--- config.mk ---
export PLATFORM = sky130hd
export DESIGN_NAME = flash_byte_reader
export DESIGN_NICKNAME = d
export VERILOG_FILES = /design/src/rtl/flash_reader_pkg.sv /design/src/rtl/flash_line_buffer.sv /design/src/rtl/flash_byte_reader.sv
export SDC_FILE = /design/constraint.sdc
export NUM_CORES = 1
export LEC_CHECK = 0
export ABC_CLOCK_PERIOD_IN_PS = 3200
export CAP_MARGIN = 10
export CORE_UTILIZATION = 45
export CTS_CLUSTER_SIZE = 20
export DETAILED_ROUTE_END_ITERATION = 10
export PLACE_DENSITY = 0.67
export RECOVER_POWER = 25
export SETUP_SLACK_MARGIN = 0.5
export SLEW_MARGIN = 10
export SYNTH_ARGS = -nofsm -noshare
export SYNTH_HDL_FRONTEND = slang
export SYNTH_SLANG_ARGS = --single-unit
--- constraint.sdc ---
create_clock -name clock -period 3.2 [get_ports clock]
set_input_delay 0.64 -clock clock [delete_from_list [all_inputs] [get_ports clock]]
set_output_delay 0.64 -clock clock [all_outputs]
set_load 0.05 [all_outputs]
--- src/rtl/flash_reader_pkg.sv ---
// Shared definitions for the flash byte reader.
//   state_t          : reader FSM states
//   FLASH_WORD_W     : width of one flash data word
//   MAX_BURST        : largest supported line length in words
//   line_base_word() : clears the word-in-line offset bits of a word address
package flash_reader_pkg;

    localparam int FLASH_WORD_W = 32;
    localparam int MAX_BURST    = 8;

    typedef enum logic [1:0] {
        IDLE    = 2'd0,
        ISSUE   = 2'd1,
        FILL    = 2'd2,
        RESPOND = 2'd3
    } state_t;

    // burst_len is a power of two, so masking the low bits gives the
    // first word of the line containing word_addr.
    function automatic logic [31:0] line_base_word(input logic [31:0] word_addr,
                                                   input int unsigned burst_len);
        logic [31:0] mask;
        mask = ~(32'(burst_len) - 32'd1);
        return word_addr & mask;
    endfunction

endpackage

--- src/rtl/flash_line_buffer.sv ---
// Single-line buffer for the flash byte reader.
//   clock, reset   : system clock, synchronous active-high reset
//   wr_en/wr_idx/wr_data : fill write port, indexed by the fill counter
//   line_done/line_base/line_keep : end of fill; record tag, set valid = line_keep
//   clr_valid      : invalidate the line
//   rd_idx/rd_byte_sel -> rd_byte : byte read mux, little-endian
//   valid, tag     : line state used for hit detection
module flash_line_buffer
    import flash_reader_pkg::*;
#(
    parameter int ADDR_W    = 12,
    parameter int BURST_LEN = 4,
    parameter int IDX_W     = 2
)(
    input  logic                    clock,
    input  logic                    reset,
    input  logic                    wr_en,
    input  logic [IDX_W-1:0]        wr_idx,
    input  logic [FLASH_WORD_W-1:0] wr_data,
    input  logic                    line_done,
    input  logic [ADDR_W-1:0]       line_base,
    input  logic                    line_keep,
    input  logic                    clr_valid,
    input  logic [IDX_W-1:0]        rd_idx,
    input  logic [1:0]              rd_byte_sel,
    output logic [7:0]              rd_byte,
    output logic                    valid,
    output logic [ADDR_W-1:0]       tag
);

    logic [FLASH_WORD_W-1:0] r_mem [BURST_LEN];
    logic                    r_valid;
    logic [ADDR_W-1:0]       r_tag;
    logic [FLASH_WORD_W-1:0] w_word;

    // Data storage carries no reset; only the valid bit qualifies it.
    always_ff @(posedge clock) begin
        if (wr_en) begin
            r_mem[wr_idx] <= wr_data;
        end
        if (line_done) begin
            r_tag <= line_base;
        end
    end

    always_ff @(posedge clock) begin
        if (reset) begin
            r_valid <= 1'b0;
        end else if (clr_valid) begin
            r_valid <= 1'b0;
        end else if (line_done) begin
            r_valid <= line_keep;
        end
    end

    assign w_word  = r_mem[rd_idx];
    assign rd_byte = w_word[{rd_byte_sel, 3'b000} +: 8];
    assign valid   = r_valid;
    assign tag     = r_tag;

endmodule

--- src/rtl/flash_byte_reader.sv ---
// Byte read front end for the MAX10 on-chip flash Avalon-MM data port.
// Fetches aligned BURST_LEN-word lines into a one-line buffer and returns the
// addressed byte; repeat reads inside the buffered line skip the flash.
//   clock, reset        : system clock, synchronous active-high reset
//   req_valid/req_ready/req_addr : byte read request (addr[1:0] = byte in word)
//   flush               : invalidate the line buffer
//   rsp_valid/rsp_data/hit : one-cycle response, hit = served from buffer
//   avm_*               : Avalon-MM burst read master toward internal_flash
module flash_byte_reader
    import flash_reader_pkg::*;
#(
    parameter int ADDR_W    = 12,
    parameter int BURST_LEN = 4
)(
    input  logic                    clock,
    input  logic                    reset,
    input  logic                    req_valid,
    output logic                    req_ready,
    input  logic [ADDR_W+1:0]       req_addr,
    input  logic                    flush,
    output logic                    rsp_valid,
    output logic [7:0]              rsp_data,
    output logic [ADDR_W-1:0]       avm_addr,
    output logic                    avm_read,
    output logic [3:0]              avm_burstcount,
    input  logic [FLASH_WORD_W-1:0] avm_readdata,
    input  logic                    avm_waitrequest,
    input  logic                    avm_readdatavalid,
    output logic                    hit
);

    localparam int IDX_W = (BURST_LEN > 1) ? $clog2(BURST_LEN) : 1;
    localparam int CNT_W = $clog2(BURST_LEN + 1);

    if (BURST_LEN < 1 || BURST_LEN > MAX_BURST || (BURST_LEN & (BURST_LEN - 1)) != 0) begin : g_bad_burst
        $error("flash_byte_reader: BURST_LEN must be a power of two in 1..8");
    end

    state_t            r_state;
    state_t            w_next;
    logic [ADDR_W+1:0] r_req_addr;
    logic              r_hit;
    logic              r_req_ready;
    logic              r_pend_flush;
    logic [CNT_W-1:0]  r_cnt;

    logic              w_accept;
    logic              w_hit_now;
    logic              w_clr_valid;
    logic              w_wr_en;
    logic              w_fill_done;
    logic              w_line_keep;
    logic [ADDR_W-1:0] w_in_base;
    logic [ADDR_W-1:0] w_cur_base;
    logic [IDX_W-1:0]  w_rd_idx;
    logic [7:0]        w_rd_byte;
    logic              w_buf_valid;
    logic [ADDR_W-1:0] w_buf_tag;

    assign w_in_base  = ADDR_W'(line_base_word(32'(req_addr[ADDR_W+1:2]), BURST_LEN));
    assign w_cur_base = ADDR_W'(line_base_word(32'(r_req_addr[ADDR_W+1:2]), BURST_LEN));
    assign w_rd_idx   = IDX_W'(r_req_addr[ADDR_W+1:2] & ADDR_W'(BURST_LEN - 1));

    // A flush seen at any point of the fill (including the last beat)
    // leaves the freshly fetched line invalid.
    assign w_line_keep = !r_pend_flush && !flush;

    assign req_ready      = r_req_ready;
    assign avm_burstcount = 4'(BURST_LEN);

    flash_line_buffer #(
        .ADDR_W    (ADDR_W),
        .BURST_LEN (BURST_LEN),
        .IDX_W     (IDX_W)
    ) u_line (
        .clock       (clock),
        .reset       (reset),
        .wr_en       (w_wr_en),
        .wr_idx      (r_cnt[IDX_W-1:0]),
        .wr_data     (avm_readdata),
        .line_done   (w_fill_done),
        .line_base   (w_cur_base),
        .line_keep   (w_line_keep),
        .clr_valid   (w_clr_valid),
        .rd_idx      (w_rd_idx),
        .rd_byte_sel (r_req_addr[1:0]),
        .rd_byte     (w_rd_byte),
        .valid       (w_buf_valid),
        .tag         (w_buf_tag)
    );

    always_ff @(posedge clock) begin
        if (reset) begin
            r_state      <= IDLE;
            r_req_ready  <= 1'b0;
            r_hit        <= 1'b0;
            r_cnt        <= '0;
            r_pend_flush <= 1'b0;
        end else begin
            r_state     <= w_next;
            // Registered so it stays low through reset and rises once the
            // FSM is back in IDLE.
            r_req_ready <= (w_next == IDLE);
            if (w_accept) begin
                r_hit <= w_hit_now;
            end
            if (r_state == ISSUE) begin
                r_cnt <= '0;
            end else if (w_wr_en) begin
                r_cnt <= r_cnt + CNT_W'(1);
            end
            if (w_fill_done) begin
                r_pend_flush <= 1'b0;
            end else if (flush && (r_state == ISSUE || r_state == FILL)) begin
                r_pend_flush <= 1'b1;
            end
        end
    end

    always_ff @(posedge clock) begin
        if (w_accept) begin
            r_req_addr <= req_addr;
        end
    end

    always_comb begin
        w_next      = r_state;
        w_accept    = 1'b0;
        w_hit_now   = 1'b0;
        w_clr_valid = 1'b0;
        w_wr_en     = 1'b0;
        w_fill_done = 1'b0;
        avm_read    = 1'b0;
        avm_addr    = '0;
        rsp_valid   = 1'b0;
        rsp_data    = '0;
        hit         = 1'b0;
        unique case (r_state)
            IDLE: begin
                w_accept    = req_valid && r_req_ready;
                w_clr_valid = flush;
                if (w_accept) begin
                    // A simultaneous flush forces the miss path.
                    if (w_buf_valid && (w_buf_tag == w_in_base) && !flush) begin
                        w_hit_now = 1'b1;
                        w_next    = RESPOND;
                    end else begin
                        // Old line is about to be overwritten.
                        w_clr_valid = 1'b1;
                        w_next      = ISSUE;
                    end
                end
            end
            ISSUE: begin
                avm_read = 1'b1;
                avm_addr = w_cur_base;
                if (!avm_waitrequest) begin
                    w_next = FILL;
                end
            end
            FILL: begin
                if (avm_readdatavalid) begin
                    w_wr_en = 1'b1;
                    if (r_cnt == CNT_W'(BURST_LEN - 1)) begin
                        w_fill_done = 1'b1;
                        w_next      = RESPOND;
                    end
                end
            end
            RESPOND: begin
                rsp_valid   = 1'b1;
                rsp_data    = w_rd_byte;
                hit         = r_hit;
                w_clr_valid = flush;
                w_next      = IDLE;
            end
            default: begin
                w_next = IDLE;
            end
        endcase
    end

endmodule

==> results of run 1 <==
worst max-delay path, cell delays in order (launching register included):
cell     delay, ns
dfxtp_4       0.43
buf_12        0.17
mux4_1        0.60
mux2i_4       0.21
o22ai_4       0.13
buf_12        0.17
cell families after synthesis:
family	after synthesis	share of synthesized area
AOI/OAI and AO/OA	22	0.0218
xor gates and xnor gates	11	0.0147
adders and majority gates	10	0.0191
buffers and inverters	24	0.0218
DFF	163	0.730
muxes	51	0.150
other	2	0.00115
and+or+nand+nor	47	0.0412
flip-flops by register name (all words and copies together), names as in the netlist, named ones only:
name / flops
r_cnt: 3
r_hit: 1
r_pend_flush: 1
r_req_addr: 14
r_state: 2
req_ready: 1
u_line.r_mem: 128
u_line.tag: 10
u_line.valid: 1
worst min-delay path by stage:
stage / startpoint / endpoint / slack [ns] / cells past startpoint
floorplan: r_req_addr[12] / u_line.tag[10] / 0.42 / 0
global placement: r_req_addr[10] / u_line.tag[8] / 0.43 / 0
detailed placement: r_req_addr[9] / u_line.tag[7] / 0.43 / 0
CTS: r_req_addr[9] / u_line.tag[7] / 0.45 / 0
global route: r_req_addr[10] / u_line.tag[8] / 0.46 / 0
finish: r_req_addr[6] / u_line.tag[4] / 0.44 / 0
Yosys cell counts (4+ instances only):
| master | n |
|---|---|
| edfxtp_1 | 152 |
| mux4_1 | 19 |
| mux2i_1 | 16 |
| mux4_2 | 13 |
| and2_1 | 11 |
| dfxtp_1 | 11 |
| ha_1 | 10 |
| xor2_1 | 10 |
| nor3_1 | 8 |
| buf_4 | 7 |
| inv_1 | 7 |
| o22ai_1 | 7 |
| a211oi_1 | 5 |
| a21oi_1 | 5 |
| and3_1 | 5 |
| nand2_1 | 4 |
| nand2b_1 | 4 |
| nor4_1 | 4 |
layout make-up:
cell class | count | area (sq um) | share of cell area
flip-flops and latches | 163 | 4790 | 0.567
inverters | 7 | 26.3 | 0.00311
well taps | 180 | 225 | 0.0266
repair buffers | 92 | 1060 | 0.125
multi-input cells | 147 | 1730 | 0.204
clock buffers | 17 | 425 | 0.0503
clock inverters | 15 | 204 | 0.0241
metal layers:
metal	vias to the layer above	share of wire	GRT usage
li1	1531	-	-
met1	1668	0.43	0.236
met2	98	0.51	0.302
met3	8	0.050	0.0539
met4	0	0.0087	0.0617
met5	-	0	0
timing repair:
| action | 4_1_cts | 5_1_grt |
|---|---|---|
| cloned | 3 | 0 |
| pin swaps | 3 | 3 |
| hold buffers | 0 | 0 |
| resized for setup | 50 | 7 |
| setup buffers | 5 | 0 |
| endpoints found under the setup margin | 21 | 13 |
metrics by stage:
stage / hold slack [ns] / total power, W / worst slack, ns
2_1_floorplan: 0.418 / 0.00340 / 0.551
3_3_place_gp: 0.430 / 0.00374 / 0.682
3_5_place_dp: 0.427 / 0.00376 / 0.626
4_1_cts: 0.448 / 0.00611 / 0.403
5_1_grt: 0.465 / 0.00630 / 0.358
6_report: 0.444 / 0.00606 / 0.431
power by group:
group	total, W	switching [W]	internal, W
sequential	0.00257	0.0000765	0.00249
combinational	0.00136	0.000703	0.000662
clock	0.00212	0.000810	0.00131
==> key figures, run 1 <==
Setup path
  • FF-to-FF path depth: 4
  • R2R Path Start: r_state[0]
  • Critical Path Start Type: flop
  • Crit path kind: flop to output pin
  • Critical path peak fanout: 7
  • RR Endpoint: u_line.r_mem[1][11]
  • Reg-to-reg slack, setup: between 1 and 1.5 ns
  • Data required time at the worst endpoint: about 2.6 ns
  • CP endpoint kind: output pin
  • Worst Setup EP: rsp_data[1]
  • Critical Path AT: ~2.1 ns

Floorplan
  • Initial core utilization: 0.467
  • FP Rows: 43
  • Core area: 14,000 sq um
  • Die area: ~15,000 sq um
  • IO Count: 80
  • Die Width: around 120 um
  • Die H: 123 um

Routing
  • Drt first pass iters: 4
  • Vias: roughly 3.3k
  • Via-to-Cell Ratio: between 5 and 6
  • Post-route DRC: 0
  • First DRT Iteration DRCs: between 150 and 200
  • Final ANT Viol Nets: 0
  • Final WL: roughly 12 mm
  • WL/cell: ~20 um

Timing
  • Final min period: roughly 2.8 ns
  • Final period util: 0.865
  • Layout Skew: approximately 0.0064 ns
  • RSZ-0062 raised after global routing: yes
  • Worst Tran Pin Value: around 0.50 ns
  • Slew Viols, Final: 0
  • Endpoints failing setup: 0
  • Setup_tns: 0 ns
  • Fin. Hold Viols: 0
  • Max_slew headroom: 0.666
  • Fmax: about 360 MHz

Place
  • DP HPWL: between 7 and 8 mm
  • Area after DPL: between 7000 and 8000 sq um
  • GPL Wtd Cong: between 0.8 and 0.9
  • I/O Buffers: 73
  • Cell total after placement: between 500 and 600

Logic synthesis
  • Post-synth top area share: 0.696
  • Sequential fraction of the synthesis area: 0.730
  • Synth top area cells: edfxtp_1 (70%), mux4_1 (7.6%), mux4_2 (4.5%)
  • Yosys top cell by area: edfxtp_1
  • Number of synthesized flops with an enable pin: between 150 and 200
  • Distinct cells, synth: 37
  • Mapped cell area: 6560 sq um
  • Ys flop type: edfxtp_1
  • Flops & latches, synth: between 150 and 200
  • Synthesis Warnings: 0
  • Post-Syn Instances: 330
  • FFs w/ async S/R, synth: 0
  • Syn Area/Cell: 19.9 sq um

Clock network
  • Clock slew at reported path FFs: about 0.06 ns
  • CTS tree: built
  • CTS Buf Count: 17
  • Maximum clock insertion buffer count: 2
  • Clk sinks: 163
  • Clock root cell: clkbuf_16
  • Clk_lat worst skew: about 0.42 ns
  • H-tree Lvls: 4

Global route
  • Initial antenna violation count: 0
  • Total GRT Usage: 0.185
  • Vias in the first global route: about 3.5k
  • Pin count of the biggest net entering global routing: 26
  • Grt ovf: 0
  • First-pass GRT wire length: 19.4 mm

Cells and area
  • Fraction of layout cells with a size suffix above 1: 0.229
  • # fillers: 1,030
  • Final Core Density: 0.602
  • Fin nets: between 400 and 500
  • Antenna Cells: 0
  • Commonest non-fill, non-tap cell in the layout: edfxtp_1
  • Area grow syn2layout: 29.0%
  • Most frequent cells in the layout: edfxtp_1 (152), dlygate4sd3_1 (29), clkdlybuf4s50_1 (23)
  • Non-Filler Instances: roughly 620
  • Finished Cell Area: roughly 8500 sq um

Power
  • Pwr dens: ~700 nW/um^2
  • Pleak: between 2 and 3 nW
  • IR drop worst, VDD: ~590 uV

Worst hold path
  • Hold Path Class: flop to flop

Job
  • Max-cap viol count: 0

Run status
  • Outcome: completed
Power figures use the tool's default switching activity.
==> inputs of run 2 (changes only) <==
- CTS_CLUSTER_DIAMETER: default -> 80
==> results of run 2 <==
The final DEF is identical to that of run 1; final timing and power are the same.
